### src/rtl/sample_stim_gen.sv
// ============================================================================
//  Module   : sample_stim_gen
//  Brief    : Frame-paced multi-channel sample source (ramp / LFSR / constant)
//             with burst length and sticky done flag.
//  Revision : 1.0 - initial release
// ============================================================================
`default_nettype none

module sample_stim_gen #(
    parameter int          WIDTH     = 16,
    parameter int          PERIOD    = 3125,
    parameter int          CHANNELS  = 1,
    parameter logic [31:0] LFSR_SEED = 32'h0000_0001,
    localparam int         c_ch_w    = (CHANNELS > 1) ? $clog2(CHANNELS) : 1
) (
    input  logic              clk,
    input  logic              reset,
    input  logic              enable,
    input  logic [1:0]        mode,
    input  logic [WIDTH-1:0]  step,
    input  logic [WIDTH-1:0]  const_val,
    input  logic [15:0]       burst_len,
    output logic [WIDTH-1:0]  sample,
    output logic              write,
    output logic [c_ch_w-1:0] ch_index,
    output logic [15:0]       frame_cnt,
    output logic              done
);

    localparam int          c_cnt_w     = (PERIOD > 1) ? $clog2(PERIOD) : 1;
    localparam logic [31:0] c_taps      = 32'h8020_0003;
    localparam logic [31:0] c_seed      = (LFSR_SEED == 32'd0) ? 32'd1 : LFSR_SEED;
    localparam logic [1:0]  c_mode_ramp = 2'd0;
    localparam logic [1:0]  c_mode_lfsr = 2'd1;
    localparam logic [1:0]  c_mode_cnst = 2'd2;

    logic [c_cnt_w-1:0] r_cnt;
    logic               r_busy;
    logic [c_ch_w-1:0]  r_chan;
    logic               r_en_d;
    logic [15:0]        r_burst;
    logic [1:0]         r_mode;
    logic [31:0]        r_lfsr;
    logic [WIDTH-1:0]   r_ramp [CHANNELS];

    logic               w_run;
    logic               w_wrap;
    logic               w_strobe;
    logic [c_ch_w-1:0]  w_ch;
    logic               w_last;
    logic [1:0]         w_mode;
    logic [15:0]        w_burst;
    logic [15:0]        w_frame_next;
    logic [WIDTH-1:0]   w_ramp_sel;
    logic [WIDTH-1:0]   w_value;

    assign w_run        = enable & ~done;
    assign w_wrap       = w_run && (r_cnt == c_cnt_w'(PERIOD - 1));
    // Channel 0 fires on the wrap; the rest follow back-to-back from r_chan.
    assign w_strobe     = w_wrap | (enable & r_busy);
    assign w_ch         = w_wrap ? '0 : r_chan;
    assign w_last       = (w_ch == c_ch_w'(CHANNELS - 1));
    assign w_mode       = w_wrap ? mode : r_mode;
    assign w_burst      = r_en_d ? r_burst : burst_len;
    assign w_frame_next = (frame_cnt == 16'hFFFF) ? 16'hFFFF : frame_cnt + 16'd1;

    always_comb begin
        w_ramp_sel = '0;
        for (int c = 0; c < CHANNELS; c++) begin
            if (w_ch == c_ch_w'(c)) begin
                w_ramp_sel = r_ramp[c];
            end
        end
    end

    always_comb begin
        w_value = '0;
        case (w_mode)
            c_mode_ramp: w_value = w_ramp_sel;
            c_mode_lfsr: w_value = r_lfsr[WIDTH-1:0];
            c_mode_cnst: w_value = const_val;
            default:     w_value = '0;
        endcase
    end

    always_ff @(posedge clk) begin
        if (reset) begin
            r_cnt     <= '0;
            r_busy    <= 1'b0;
            r_chan    <= '0;
            r_en_d    <= 1'b0;
            r_burst   <= '0;
            r_mode    <= c_mode_ramp;
            sample    <= '0;
            write     <= 1'b0;
            ch_index  <= '0;
            frame_cnt <= '0;
            done      <= 1'b0;
        end else begin
            r_en_d <= enable;
            write  <= 1'b0;
            if (!enable) begin
                r_cnt     <= '0;
                r_busy    <= 1'b0;
                r_chan    <= '0;
                frame_cnt <= '0;
                done      <= 1'b0;
            end else begin
                if (!r_en_d) begin
                    r_burst <= burst_len;
                end
                if (w_run) begin
                    r_cnt <= w_wrap ? '0 : r_cnt + c_cnt_w'(1);
                end
                if (w_strobe) begin
                    write    <= 1'b1;
                    ch_index <= w_ch;
                    sample   <= w_value;
                    if (w_wrap) begin
                        r_mode <= mode;
                    end
                    if (w_last) begin
                        r_busy    <= 1'b0;
                        r_chan    <= '0;
                        frame_cnt <= w_frame_next;
                        if ((w_burst != 16'd0) && (w_frame_next == w_burst)) begin
                            done <= 1'b1;
                        end
                    end else begin
                        r_busy <= 1'b1;
                        r_chan <= w_ch + c_ch_w'(1);
                    end
                end
            end
        end
    end

    always_ff @(posedge clk) begin
        if (reset) begin
            for (int c = 0; c < CHANNELS; c++) begin
                r_ramp[c] <= WIDTH'(c);
            end
        end else if (w_strobe && (w_mode == c_mode_ramp)) begin
            for (int c = 0; c < CHANNELS; c++) begin
                if (w_ch == c_ch_w'(c)) begin
                    r_ramp[c] <= r_ramp[c] + step;
                end
            end
        end
    end

    always_ff @(posedge clk) begin
        if (reset) begin
            r_lfsr <= c_seed;
        end else if (w_strobe && (w_mode == c_mode_lfsr)) begin
            r_lfsr <= (r_lfsr >> 1) ^ (r_lfsr[0] ? c_taps : 32'd0);
        end
    end

endmodule

`default_nettype wire

### config.mk
export PLATFORM = sky130hd
export DESIGN_NAME = sample_stim_gen
export DESIGN_NICKNAME = d
export VERILOG_FILES = /design/src/rtl/sample_stim_gen.sv
export SDC_FILE = /design/constraint.sdc
export NUM_CORES = 1
export LEC_CHECK = 0
export CORE_ASPECT_RATIO = 0.6
export CORE_MARGIN = 2
export CORE_UTILIZATION = 33
export CTS_BUF_LIST = sky130_fd_sc_hd__clkbuf_4 sky130_fd_sc_hd__clkbuf_8 sky130_fd_sc_hd__clkbuf_16
export CTS_CLUSTER_SIZE = 28
export DETAILED_ROUTE_END_ITERATION = 8
export SETUP_SLACK_MARGIN = 0.3
export SYNTH_ARGS = -nofsm -noshare
export SYNTH_HDL_FRONTEND = slang
export SYNTH_SLANG_ARGS = --single-unit
### constraint.sdc
create_clock -name clk -period 5.1 [get_ports clk]
set_input_delay 0.51 -clock clk [delete_from_list [all_inputs] [get_ports clk]]
set_output_delay 0.51 -clock clk [all_outputs]
set_load 0.01 [all_outputs]
# == Yosys cells after proc, flatten, opt, wreduce, memory -nomap -nowiden ==
# Memories as Yosys holds them, arrays and structs flattened.
# Index checks and enable logic that the tools add are counted.
# classes
n_addsub,4
eq_ne,5
mux,19
n_bitwise,7
n_reduce_logical,11
# op_table
op,count
16-bit 2-to-1 mux,4
16-bit one-hot mux with 3 select lines,1
32-bit 2-to-1 mux,1
31-bit by 32-bit bitwise XOR with 32-bit output,1
16-bit by 1-bit adder with 16-bit output (second input constant),1
16-bit adder,1
16-bit == test,1
16-bit == test (second input constant),1
16-bit nonzero test,1
16-bit OR reduction,1
12-bit by 1-bit adder with 12-bit output (second input constant),1
12-bit == test (second input constant),1
12-bit 2-to-1 mux,1
1-bit 2-to-1 mux,11
1-bit logical AND,4
2-bit AND reduction,2
1-bit inverter,3
3-bit AND reduction,1
1-bit bitwise AND,2
2-bit by 1-bit == test with 1-bit output (second input constant),1
2-bit == test (second input constant),1
2-bit zero test,1
2-bit 2-to-1 mux,1
2-bit OR reduction,1
other kinds (2),2
# word_totals
reg_bits,100
mem_bits_rw,16
inputBits,53
output_inout_bits,35
elab_cells,59
memories,1
# mem_list
name,words,width,rd,rd_clocked_by_memory_dff,write_ports,line_no,rtl
r_ramp,1,16,1,0,1,44,logic [WIDTH-1:0] r_ramp [CHANNELS];

# == Longest topological paths before layout ==
# Gate-level depths: netlist of run 1.
# logic_depth
ltp_word,11
depth_mapped,12
mapped_depth_nobuf,11

# == Worst setup path before layout of run 1 ==
# Ideal clock, no wire load.
# synth_path
path_type,input-to-reg
from,in step[1]
to,"mem r_ramp[0][15], data pin"
setup_time_ns,0.261
t_arrival_ns,2.544
required_time_ns,4.839
path_slack_ns,2.295
path_stages,9
n_path_buf,0
cell_sequence,ha_1 > a211oi_1 > nor2_1 > o311ai_0 > a41oi_1 > or3_1 > a221o_1 > xnor2_1 > nor2_1
# synth_via
elab_chain_len,2
# synth_rtl
item,line_no,rtl
"start, declared",20,"input logic [WIDTH-1:0] step,"
16-bit adder,146,r_ramp[c] <= r_ramp[c] + step;
16-bit 2-to-1 mux (no line),--,
"end, declared",44,
# Every way passes these cells.

# == Final worst setup path of run 1 ==
# Same ends and word-level chain as after synthesis.

==> results of run 1 <==
-- tightest hold or removal path, cell delays in order (launching register included) --
cell	delay (ps)
dfxtp_1	300
nand2_1	50
a21oi_1	50
-- synth_stat cells, drive strengths merged (17+ instances only) --
| library cell | instances |
|---|---|
| dfxtp | 97 |
| mux2i | 26 |
| a211oi | 17 |
| clkbuf | 29 |
| o21ai | 22 |
| nand3 | 17 |
| xor2 | 24 |
| nand2 | 92 |
| ha | 18 |
| nor2 | 96 |
| a21oi | 65 |
| xnor2 | 17 |
-- final timing paths --
| check | start | to | slack, ps |
|---|---|---|---|
| hold reg to reg | r_lfsr[27] | r_lfsr[26] | 450 |
| setup reg to reg | frame_cnt[0] | done | 1680 |
| hold / removal | r_lfsr[27] | r_lfsr[26] | 450 |
| setup / recovery | step[1] | r_ramp[0][15] | 1670 |
-- state kept, by name, summed over array words and instances (netlist names), 2 cells and up --
| register | flops |
|---|---|
| frame_cnt | 16 |
| r_burst | 16 |
| r_cnt | 12 |
| r_lfsr | 32 |
| r_mode | 2 |
| r_ramp | 16 |
| sample | 16 |
-- final cells by class --
| class | instances | area, um^2 |
|---|---|---|
| Multi-Input combinational cell | 528 | 3280 |
| Sequential cell | 113 | 2420 |
| Clock inverter | 8 | 90.1 |
| Inverter | 14 | 52.6 |
| Tap cell | 234 | 293 |
| Fill cell | 1684 | 9800 |
| Timing Repair Buffer | 98 | 946 |
| Clock buffer | 23 | 483 |
-- power by group through the flow --
| stage | sequential (mW) | clock, mW | combinational [mW] |
|---|---|---|---|
| finish | 0.933 | 1.17 | 0.215 |
| global route | 0.934 | 1.22 | 0.237 |
| CTS | 0.933 | 1.18 | 0.214 |
| detailed placement | 0.951 | 0 | 0.213 |
| global placement | 0.951 | 0 | 0.211 |
| floorplan | 0.946 | 0 | 0.135 |
-- cell families (layout without fill, tap and decap cells) --
| family | after synthesis | count (layout) | share of synthesized area |
|---|---|---|---|
| muxes | 31 | 31 | 0.0534 |
| xor gates and xnor gates | 41 | 41 | 0.0606 |
| adders and majority gates | 19 | 19 | 0.0414 |
| other | 1 | 1 | 0.000633 |
| DFF | 113 | 113 | 0.409 |
| buffers and inverters | 57 | 143 | 0.0395 |
| AOI/OAI and AO/OA | 159 | 159 | 0.184 |
| and+or+nand+nor | 277 | 277 | 0.212 |
-- metal layers --
layer | vias to the layer above | track usage | share of wire | wire length (um)
li1 | 2665 | - | - | -
met1 | 2499 | 0.309 | 0.55 | 9490
met2 | 187 | 0.216 | 0.36 | 6160
met3 | 12 | 0.0572 | 0.086 | 1480
met4 | 0 | 0.0496 | 0.0086 | 148
met5 | - | 0 | 0 | 0
==> metrics list, run 1 <==
* Detailed Routing Iterations Pass 1: 5
* Setup repair after global routing missed its margin: no
* Global placer's final weighted congestion: ~0.86
- Sequential fraction of design power: 0.403
- Min Tclk post-route: ~3400 ps
- After synthesis, the cell types taking the most area are dfxtp_1, edfxtp_1, nor2_1.
- The placed instances occupy a cell area of 0.00699 mm^2.
- The worst-case IR drop observed on VDD is 0.242 mV.
* Clock network fraction of design power: 0.504
- Yosys printed 0 warnings.
- For the worst flop-to-flop path, the logic depth is 9.
* Post-CTS setup buffers: 0
- Power density over the cells: between 300 and 400 mW/mm^2
- The count of endpoints failing hold in the final timing report is 0.
- On the final layout, the worst clock skew is 8.82 ps.
- Counting tap cells, the placed design contains a total of 987 instances.
* Register area share after synthesis: 0.409
- Root Buffer Master: clkbuf_16
* Outcome: finished, final reports clean
* Peak Freq: about 290 MHz
* Commonest non-fill, non-tap cell in the layout: dfxtp_1
* Kind of start point of the critical path: primary input
- Of the available clock period, the critical path in the final layout requires 0.674.
- Overall power consumption after layout is estimated at 2.32 mW.
- On the critical path, the stage with the largest delay is an instance of o311ai_0.
* ANT cells: 0
- For this design the static power due to leakage is 2.63 nW.
- Type of the setup path with the least slack: in -> reg
* Number of enable-type register cells in the synthesized netlist: 16
* Sw Ratio: 0.231
- Antenna violations before repair: 0
* Per-cell via count in the routed design: 5.27
- Clock Tree Buf Depth: 2
- The finished cells cover 0.00756 mm^2.
* I/O Pins: 88
- STA puts the critical path data required time at between 5000 and 6000 ps.
* Kind of end point of the critical path: register
- The die covers around 0.019 mm^2.
- Remaining antenna violation count after routing: 0
* Placement Setup Slack: 1260 ps
- TritonCTS built the clock tree.
- In this design, the critical path's most frequently occurring cell is nor2_1.
* Count of cell instances traversed by the critical path: 10
* Area grow syn2layout: 27.6%
- Post-synthesis instance area: 0.00593 mm^2
- # DRC: 0
- Family with the most delay on the worst path: compound AO/OA/AOI/OAI gates
* Routed WL: 17300 um
- Synthesized instance count: 698
- Least-Margin Pin Slew: 1200 ps
- After clock tree synthesis, the clock-pin slew on the worst setup and hold paths is 60 ps.
- Final Setup Violations: 0
- Net count after synthesis: 770
- For this run, asynchronously set or reset flops after synthesis account for 0.
* Number of max-cap violations: 0
- Finished Layout Cells: 1018
- Clk sink count: 113
- Net load switching power: 536 uW
- Worst Path Buf+Inv: 1
* Width of the chip: 177 um
- Routed length per instance: ~17 um
- The later pin in the worst-skew pair is clocked with a latency of 410 ps.
- Hold is met by 446 ps.
- For this configuration, the core starts out at a cell density of 0.341.
* Resized Gates After CTS: 0
- For the worst setup path, the data arrival time is 3580 ps.
- Of the total power, combinational logic draws 0.093.
- Least setup slack across all paths after layout: 1670 ps
- Entering global routing, the biggest net connects 69 pins.
- Share of final-layout standard cells stronger than drive strength 1: 0.0727
- Die H: 108 um
- Counting the buffers created by CTS gives 17.
* Crit Path Max Fanout: 3
* Count of buffers inserted at the top-level ports: 86
* Most frequent cells in the layout: dfxtp_1, nor2_1, nand2_1, clkdlybuf4s50_1, a21oi_1
* Fin. max-slew vios: 0
- Area share of the largest cell type after synthesis: 0.328
- Number of library cell types mapped by synthesis: 68
* FF+latch count, synth: 113
* Total half-perimeter wirelength after legalization and detailed placement: 12600 um
- In this run the number of H-tree levels came out at 4.
- The core region is about 0.017 mm^2.
- Max-Slew Margin vs Limit: 0.199
- Via count: 5363
- Once layout is complete, the utilization of the core stands at 0.436.
- Post-CTS Hold Buffers: 0
* Global-route wire length before repair: between 20000 and 30000 um
* Leading register cell type out of synthesis: dfxtp_1
* First DRT Iteration DRCs: about 540
* Worst Hold Class: reg -> reg
* Final-stage net count: 844
* Via count of the first global-routing pass: between 4k and 5k
* Internal power contribution: ~1.8 mW
- Summed over all failing endpoints, the final setup total negative slack is 0 ps.
* GRT overflow: 0
- The largest single stage delay on the critical path is ~630 ps.
- A synthesized cell averages about 8.5 um^2.
* Largest area contributor in the synthesized netlist: dfxtp_1
- The worst hold path passes through 2 cells.
- Cells along the critical path: clkdlybuf4s50_1, ha_1, a211oi_1, nor2_1, o311ai_0, a41oi_1, or3_1, a221o_1, xnor2_1, nor2_1
- In the global route stage, overall resource usage came out at 0.187.
- Row generation in the floorplan step produced 37 rows.
(Power assumes the default switching activity.)
==> inputs of run 2 (changes only) <==
==> constraint.sdc (replaced) <==
create_clock -name clk -period 3.24 [get_ports clk]
set_input_delay 0.324 -clock clk [delete_from_list [all_inputs] [get_ports clk]]
set_output_delay 0.324 -clock clk [all_outputs]
set_load 0.01 [all_outputs]
==> run 2 against run 1 <==
Against the previous run: register-to-register slack got worse by 1400 ps; cell count increased by 2.9%; critical path depth down 1.
==> metrics list, run 2 (synthesis results as in run 1) <==
- The endpoint identified for the worst register-to-register timing path is done.
- The count of endpoints failing hold in the final timing report was 0 (unchanged).
- Final Power: 3.80 mW (+64%)
- Setup repair after global routing could not meet its margin everywhere.
- The clock tree buffer depth was 2 (unchanged).
- Outcome: finished, final reports clean
- M2 GR Usage: 0.216 (-0.000278)
* Clk sink count: 113 (unchanged)
- Count of buffers inserted at the top-level ports: 86 (unchanged)
- Worst-path clk slew: 50 ps (about the same)
* Final clock skew: 11.4 ps (+2.54 ps)
* Static Leak: 2.80 nW (+6.6%)
- The transition time of the tightest slew-check pin is 742 ps (-459 ps).
- Area grow syn2layout: 34.1%
* WHS Path Cells: 2 (unchanged)
- Total GRT Usage: 0.187 (about the same)
- Max rail drop VDD: 0.309 mV (+28%)
- Share of final-layout standard cells stronger than drive strength 1: 0.117 (+0.0440)
- Detailed Routing Iterations Pass 1: 7 (+2)
- Crit Path Max Fanout: 5 (+2)
- The width of the die came to 177 um (unchanged).
* Starting density of the core: 0.341 (unchanged)
- Area of the multi-input gates: 0.00335 mm^2 (+2.3%)
- The number of remaining DRC errors is 0 (unchanged).
- The tightest slew margin relative to the limit came to 0.505 (+0.306).
- Kind of end point of the critical path: register
- Root Buffer Master: clkbuf_16
* Register-to-Register Path Depth: 9 (unchanged)
- The area of the die was 0.0191 mm^2 (unchanged).
- The mean routed wirelength per cell came to 16.9 um (-0.36%).
* Final standard cell utilization of the core: 0.458 (+0.0223)
- Least setup slack across all paths after layout: 329 ps (-1340 ps)
- TritonCTS Buffers: 17 (unchanged)
- Remaining antenna violation count after routing: 0 (unchanged)
* Most utilized layer in the global route result: met1
* Number of max-cap violations: 0 (unchanged)
- The placed standard-cell area came to 0.00716 mm^2 (+2.4%).
- Fin. max-slew vios: 0 (unchanged)
- I/O Pins: 88 (unchanged)
* Per-cell via count in the routed design: 5.22 (-0.91%)
- The critical path in this run is classified as reg -> reg.
* Slack of the worst reg-to-reg path: 330 ps (-1350 ps)
* Global-route wire length before repair: 27400 um (+0.12%)
- The worst setup path is launched from a register.
* Placement Setup Slack: -195 ps (-1450 ps)
- TritonCTS built the clock tree.
- Via count of the first global-routing pass: 4745 (-1.9%)
- The count of antenna diodes in the layout was 0 (unchanged).
- Destination of the worst hold path: sample[1]
- Most frequent cells in the layout: dfxtp_1, nor2_1, nand2_1, clkdlybuf4s50_1, a21oi_1
* Power density over the cells: 478 mW/mm^2 (+56%)
- Peak Freq: 343 MHz
- The number of H-tree levels was 4 (unchanged).
- Min Tclk post-route: between 2000 and 3000 ps
- Worst Min Path Start: reset
- The sum of net half-perimeters after detailed placement was 13000 um (+3.5%).
- The data required time of the worst path came to 3580 ps (-1660 ps).
- Placeable core region: 0.0174 mm^2 (unchanged)
- The initial antenna violation count came to 0 (unchanged).
- Met3 track utilization from global routing: 0.0561 (-0.00106)
- First DRT Iteration DRCs: 639 (+18%)
- The total placed cells including tap cells came to 1008 (+2.1%).
- The weighted congestion at the end of routability-driven global placement was 0.903 (+4.8%).
- Commonest non-fill, non-tap cell in the layout: dfxtp_1
* Launch point of the worst reg-to-reg path: r_cnt[6]
- Largest net degree at the start of global routing: 60 (-13%)
- Via count: 5471 (+2.0%)
- Critical Path AT: 3250 ps (-330 ps)
- Share of the clock period used by the worst path: 0.899
* GRT overflow: 0 (unchanged)
- Finished Layout Cells: 1048 (+2.9%)
- The number of nets in the finished design was 873 (+3.4%).
- Routed WL: 17700 um (+2.6%)
- The number of setup violations in the final report is 0 (unchanged).
- The number of fillers in the final layout came to 1663 (-1.2%).
- Number of placement rows: 37 (unchanged)
* Flip-flop count of the largest register after layout: 32 (unchanged)
* Skew-Pair Late Insertion Delay: 400 ps (about the same)
- Post-CTS Hold Buffers: 0 (unchanged)
- Die H: 108 um (unchanged)
* Worst Hold Class: in -> reg
- The cell area after layout is 0.00795 mm^2 (+5.1%).
- Largest register by flop count: r_lfsr
- GRT met1 Usage: 0.313 (+0.00424)
- Area of all sequential standard cells: 0.00242 mm^2 (about the same)
[run 2: worst max-delay path, stage by stage, from the launching register on]
cell and delay [ps]:
dfxtp_2 340, or4bb_1 530, or4_4 620, buf_12 170
a211oi_4 160, o221ai_2 150, a2111oi_4 320, o2111ai_2 190
nor4_2 230, a22o_1 150
[run 2: metrics by stage]
step / TNS, ps / hold slack (ps)
after floorplan: 0 / 432
after global placement: -277 / 441
after detailed placement: -434 / 447
after CTS: 0 / 246
after global routing: 0 / 266
final: 0 / 259
[run 2: how the worst max path moves through the flow]
stage | startpoint | endpoint | slack, ps | depth (start not counted)
2_1_floorplan | r_cnt[8] | r_ramp[0][0] | 490 | 5
3_3_place_gp | step[1] | r_ramp[0][15] | -110 | 11
3_5_place_dp | step[1] | r_ramp[0][15] | -190 | 11
4_1_cts | r_ramp[0][1] | r_ramp[0][15] | 320 | 10
5_1_grt | r_cnt[6] | done | 250 | 9
6_report | r_cnt[6] | done | 330 | 9
[run 2: layer usage]
layer | part of all wire | vias up
met3 | 0.091 | 6
met5 | 0 | -
met4 | 0.0043 | 0
met2 | 0.36 | 184
met1 | 0.55 | 2550
li1 | - | 2731
[run 2: final cells by class]
cell class | instances | share of cell area
Tap cell | 234 | 0.0368
Inverter | 14 | 0.00661
Clock inverter | 11 | 0.0203
Timing Repair Buffer | 127 | 0.152
Sequential cell | 113 | 0.305
Clock buffer | 21 | 0.0581
Multi-Input combinational cell | 528 | 0.422
[run 2: repair_timing]
action | in CTS | in global routing
buffers inserted | 0 | 7
endpoints found under the setup margin | 21 | 21
gates resized for setup | 7 | 14
cloned | 0 | 1
pin swaps | 0 | 9
[run 2: power breakdown]
group          leakage (nW)  switching, mW  internal, mW
Clock                 0.302          0.641          1.32
Combinational          1.56          0.188         0.174
Sequential            0.937         0.0222          1.45
Total                  2.80          0.851          2.95
==> inputs of run 3 (changes only) <==
--- a/config.mk
+++ b/config.mk
@@ -11,6 +11,7 @@
 export CTS_BUF_LIST = sky130_fd_sc_hd__clkbuf_4 sky130_fd_sc_hd__clkbuf_8 sky130_fd_sc_hd__clkbuf_16
 export CTS_CLUSTER_SIZE = 28
 export DETAILED_ROUTE_END_ITERATION = 8
+export MAX_ROUTING_LAYER = met4
 export SETUP_SLACK_MARGIN = 0.3
 export SYNTH_ARGS = -nofsm -noshare
 export SYNTH_HDL_FRONTEND = slang
==> run 3 against run 2 <==
Against the previous run: sequential share of layout area hardly changed; critical path depth stayed put; core utilization hardly changed; register-to-register slack hardly changed; clock skew is 1.7 ps higher.
==> metrics list, run 3 (synthesis results as in run 1) <==
- Outcome: finished, final reports clean
- The global route total overflow came to 0 (unchanged).
- The setup slack at placement came to -195 ps (unchanged).
* Family with the most delay on the worst path: simple AND/OR/NAND/NOR gates
- Worst hold-check slack: 261 ps (+2.31 ps)
* Flip-flop count of the largest register after layout: 32 (unchanged)
- The number of setup violations in the final report is 0 (unchanged).
- The effective utilization at floorplan was 0.341 (unchanged).
- Final Power: 3.79 mW (about the same)
- More flip-flops sit in one register than any other, and that register is r_lfsr.
- The largest net degree at the start of global routing came to 60 (unchanged).
- The transition time of the tightest slew-check pin was 740 ps (-1.93 ps).
- Critical Path AT: 3250 ps (about the same)
- The tightest min-delay check is of the in -> reg type.
- The number of H-tree levels is 4 (unchanged).
- TritonCTS Buffers: 17 (unchanged)
- The total placed cells including tap cells is 1008 (unchanged).
- Worst Setup SP: r_cnt[6]
- The number of sinks driven by the clock tree came to 113 (unchanged).
- The tree is rooted in a clkbuf_16.
- The worst register-to-register path ends at done.
* Final clock skew: 13.0 ps (+1.67 ps)
* Via count of the first global-routing pass: 4739 (-0.13%)
- The max-cap violation count is 0 (unchanged).
- The clock tree buffer depth came to 2 (unchanged).
- # DRC: 0 (unchanged)
- Setup repair after global routing could not meet its margin everywhere.
- Worst-path clk slew: 50 ps (about the same)
- Placeable core region: 0.0174 mm^2 (unchanged)
- The antenna violation net count after detailed routing is 0 (unchanged).
- The cell area after layout came to 0.00796 mm^2 (about the same).
* Routed length per instance: 16.9 um (unchanged)
* Post-CTS Hold Buffers: 0 (unchanged)
* Detailed Routing Iterations Pass 1: 8 (+1)
- Cells along the critical path: or4bb_1, or4_4, buf_12, a211oi_4, o221ai_2, a2111oi_4, o2111ai_2, nor4_2, a22o_1
- The number of fillers in the final layout is 1663 (unchanged).
- The leakage power was 2.80 nW (about the same).
- The final period demand of the worst path is 2900 ps (-7.56 ps).
- The count of antenna diodes in the layout is 0 (unchanged).
* Share of the clock period used by the worst path: 0.896 (-0.00233)
- CTS tree: done
* Total half-perimeter wirelength after legalization and detailed placement: 13000 um (unchanged)
- The worst IR drop on VDD was 0.306 mV (-0.94%).
* I/O Pins: 88 (unchanged)
* Destination of the worst hold path: sample[1]
* Slack of the worst reg-to-reg path: 340 ps (about the same)
- The peak fanout along the critical path is 5 (unchanged).
- The first-pass GRT wire length is 27400 um (-0.18%).
* First DRT Iteration DRCs: 649 (+1.6%)
* Cell area after placement: 0.00716 mm^2 (unchanged)
* Die H: 108 um (unchanged)
- The final-report max-slew violation count is 0 (unchanged).
- The worst setup path is launched from a register.
* Number of placement rows: 37 (unchanged)
- Via count: 5511 (+0.73%)
* Share of final-layout standard cells stronger than drive strength 1: 0.118 (+0.00123)
- Most frequent cells in the layout: dfxtp_1, nor2_1, nand2_1, clkdlybuf4s50_1, a21oi_1
- Worst Min Path Start: reset
- The post-layout instance count excluding filler cells is 1048 (unchanged).
* Least setup slack across all paths after layout: 336 ps (+7.56 ps)
- Critical path data required time: 3580 ps (about the same)
- WHS Path Cells: 2 (unchanged)
- Worst Path Buf+Inv: 1 (unchanged)
- The all-layer global routing usage came to 0.192 (+0.00497).
- Final-stage net count: 873 (unchanged)
- The worst setup path is of the reg -> reg kind.
- STA classifies the critical path endpoint as a register.
- Launch point of the worst reg-to-reg path: r_cnt[6]
- Number of hold violations in the final report: 0 (unchanged)
- The initial antenna violation count was 0 (unchanged).
- The total of buffers placed on input and output ports is 86 (unchanged).
- Area enclosed by the die boundary: 0.0191 mm^2 (unchanged)
- Max-Slew Margin vs Limit: 0.506 (+0.00129)
* Register-to-Register Path Depth: 9 (unchanged)
- Leaving out fill and tap cells, the most frequent cell in the layout is dfxtp_1.
* Power density over the cells: 477 mW/mm^2 (-0.14%)
* Routed WL: 17700 um (unchanged)
* Area grow syn2layout: 34.2% (about the same)
- Per-cell via count in the routed design: 5.26 (+0.73%)
- Worst-path cell with the longest stage delay: or4_4
* Width of the chip: 177 um (unchanged)
- The maximum achievable frequency came to 344 MHz (+0.26%).
- The clock insertion delay at the later pin of the skew report came to 400 ps (about the same).
- Global placer's final weighted congestion: 0.918 (+1.7%)
- Max stage delay on crit path: 620 ps (about the same)
-- run 3: cell types whose count changed in the layout (fill, tap and decap cells not counted) --
cell,delta
o21ai_1,-1
o21ai_2,+1
-- run 3: where the power goes --
part | leakage, nW | total (mW) | internal [mW] | switching (mW)
logic | 1.56 | 0.363 | 0.174 | 0.189
clock network | 0.302 | 1.96 | 1.32 | 0.636
registers | 0.937 | 1.47 | 1.45 | 0.0221
-- run 3: worst max path at each step --
stage                               end  slack, ps  cells after the start
final                              done        340                      9
after global routing               done        250                      9
after CTS                 r_ramp[0][15]        320                     10
after detailed placement  r_ramp[0][15]       -190                     11
after global placement    r_ramp[0][15]       -110                     11
after floorplan            r_ramp[0][0]        490                      5
-- run 3: layout make-up --
type | count | area, um^2 | share of cell area
clock buffer | 21 | 462 | 0.0580
timing repair buffer | 127 | 1210 | 0.152
tap | 234 | 293 | 0.0368
inverter | 14 | 52.6 | 0.00660
multi-input combinational | 528 | 3360 | 0.422
clock inverter | 11 | 161 | 0.0203
sequential | 113 | 2420 | 0.305
-- run 3: through the flow --
stage,TNS (ps),utilization
after floorplan,0,-
final,0,0.458
after detailed placement,-434,0.413
after global routing,0,0.458
after global placement,-277,0.413
after CTS,0,0.450
-- run 3: layer usage --
metal / up-vias / share of wire / global-route usage
met5: - / 0 / -
met3: 4 / 0.098 / 0.0512
met2: 217 / 0.36 / 0.216
met4: 0 / 0.0026 / 0.0390
li1: 2730 / - / -
met1: 2560 / 0.54 / 0.315
-- run 3: what timing repair did --
item / CTS / global route
gates resized for setup: 7 / 15
buffers inserted: 0 / 7
gates cloned: 0 / 1
endpoints found under the setup margin: 21 / 21
pin swaps: 0 / 9
==> RTL change (config.mk and constraints of run 3) <==
Put one more register stage on the output `sample`, without a reset. The value now appears one clock later. The other outputs are not delayed to match.
--- a/src/rtl/sample_stim_gen.sv
+++ b/src/rtl/sample_stim_gen.sv
@@ -33,6 +33,8 @@
     localparam logic [1:0]  c_mode_ramp = 2'd0;
     localparam logic [1:0]  c_mode_lfsr = 2'd1;
     localparam logic [1:0]  c_mode_cnst = 2'd2;
+
+    logic [WIDTH-1:0] sample_s0;
 
     logic [c_cnt_w-1:0] r_cnt;
     logic               r_busy;
@@ -91,7 +93,7 @@
             r_en_d    <= 1'b0;
             r_burst   <= '0;
             r_mode    <= c_mode_ramp;
-            sample    <= '0;
+            sample_s0 <= '0;
             write     <= 1'b0;
             ch_index  <= '0;
             frame_cnt <= '0;
@@ -115,7 +117,7 @@
                 if (w_strobe) begin
                     write    <= 1'b1;
                     ch_index <= w_ch;
-                    sample   <= w_value;
+                    sample_s0 <= w_value;
                     if (w_wrap) begin
                         r_mode <= mode;
                     end
@@ -157,6 +159,10 @@
         end
     end
 
+    always_ff @(posedge clk) begin
+        sample <= sample_s0;
+    end
+
 endmodule
 
 `default_nettype wire
Formal check against the unedited RTL: no difference found for any inputs over 10 cycles, from zero or initial values and one cycle with reset high; that may be too few to reach the edited logic, so the function may still have changed.
==> RTL change against run 3 <==
  * Power grew 2.6%
  * Via count grew 2.3%
  * Synthesized area grew 6.2%
  * Sequential cell count grew 16
  * Clock skew shrank 0.0016 ns
  * Routed wire length shrank 1.2%
  * Design area grew 0.77%
  * Setup slack gained 0.15 ns
  * Sequential share of layout area grew 3.7 points
  * Sequential power grew 14%
  * Largest power group unchanged
==> RTL change: results (changes against run 3) <==
routed length on met1=9394 um (was 9620 um); initial DRC count=749 (was 649); DRT Wirelength=17510 um (was 17730 um); flops & latches, synth=129 (was 113); Int Pwr=2.991 mW (was 2.947 mW); hold path start=sample_s0[2] (was reset); Cell variety after synth=61 (was 68); CP Max Fanout=10 (was 5); Worst-Skew Late Latency=0.42 ns (was 0.40 ns); grt met3 use=6.176% (was 5.120%); RD Place Congestion=0.9177 (was 0.9180); worst relative slew slack=29.80% (was 50.64%); fin worst setup slack=0.4869 ns (was 0.3363 ns); met3 WL post-DR=1493 um (was 1729 um); Initial DRT Pass Iterations=6 (was 8); all-layer global routing usage=18.44% (was 19.18%); first-pass GRT wire length=28320 um (was 27370 um); Worst Setup SP=frame_cnt[0] (was r_cnt[6]); largest net degree at the start of global routing=67 (was 60); status=completed (unchanged); post-synth net total=807 (was 770); layout cells sized above 1=9.080% (was 11.79%); Synth area leaders=dfxtp_1 36%, edfxtp_1 7.6%, nand2_1 6.8% (was dfxtp_1 33%, edfxtp_1 8.1%, nor2_1 6.1%); placed cells=1040 (was 1008); met2 routed WL=6479 um (was 6336 um); nets@finish=885 (was 873); Synth Instances=735 (was 698); vias in the first global route=5236 (was 4739); met1 usage=28.20% (was 31.54%); WHS Endpoint=sample[2] (was sample[1]); Sw Share=23.12% (was 22.33%); Min Hold Slack=0.3511 ns (was 0.2610 ns); post-CTS resize count=0 (was 7); Pleak=2.817 nW (was 2.802 nW); # fillers=1878 (was 1663); Placed Area=7417 um^2 (was 7162 um^2); Hold Path Cell Cnt=0 (was 2); placed wire-length estimate=12700 um (was 13030 um); clock network fraction of total power=48.6% (was 51.7%); hold crit path type=flop to flop (was input pin to flop); crit path DAT=3.10 ns (was 3.25 ns)
## RTL change: cell count changes after synthesis, moves of 7 or more
cell     change
mux2i_1      -7
a21oi_1     +16
nor2_1       -9
nand2_1     +22
dfxtp_1     +16
## RTL change: cell families after synthesis
family	synth area share [%]
xor+xnor	5.010
buf+inv	3.877
mux	3.380
fa+ha+maj	3.897
other cells	0.05958
compound gates	17.65
simple gates	22.54
flops	43.58
## RTL change: cell type report
type / count / area (um^2) / share of cell area [%]
tap: 246 / 307.8 / 3.839
clock inverter: 9 / 78.83 / 0.9831
sequential: 129 / 2743 / 34.21
timing repair buffer: 107 / 1013 / 12.64
multi-input combinational: 547 / 3321 / 41.42
clock buffer: 23 / 513.0 / 6.398
inverter: 11 / 41.29 / 0.5150
## RTL change: worst max-delay path, stage by stage, from the launching register on
cell,delay (ns)
dfxtp_1,0.49
ha_1,0.32
nand3_2,0.21
or4_4,0.67
nor3_1,0.22
o22ai_1,0.14
a2111oi_2,0.24
o2111ai_1,0.22
o21ai_1,0.16
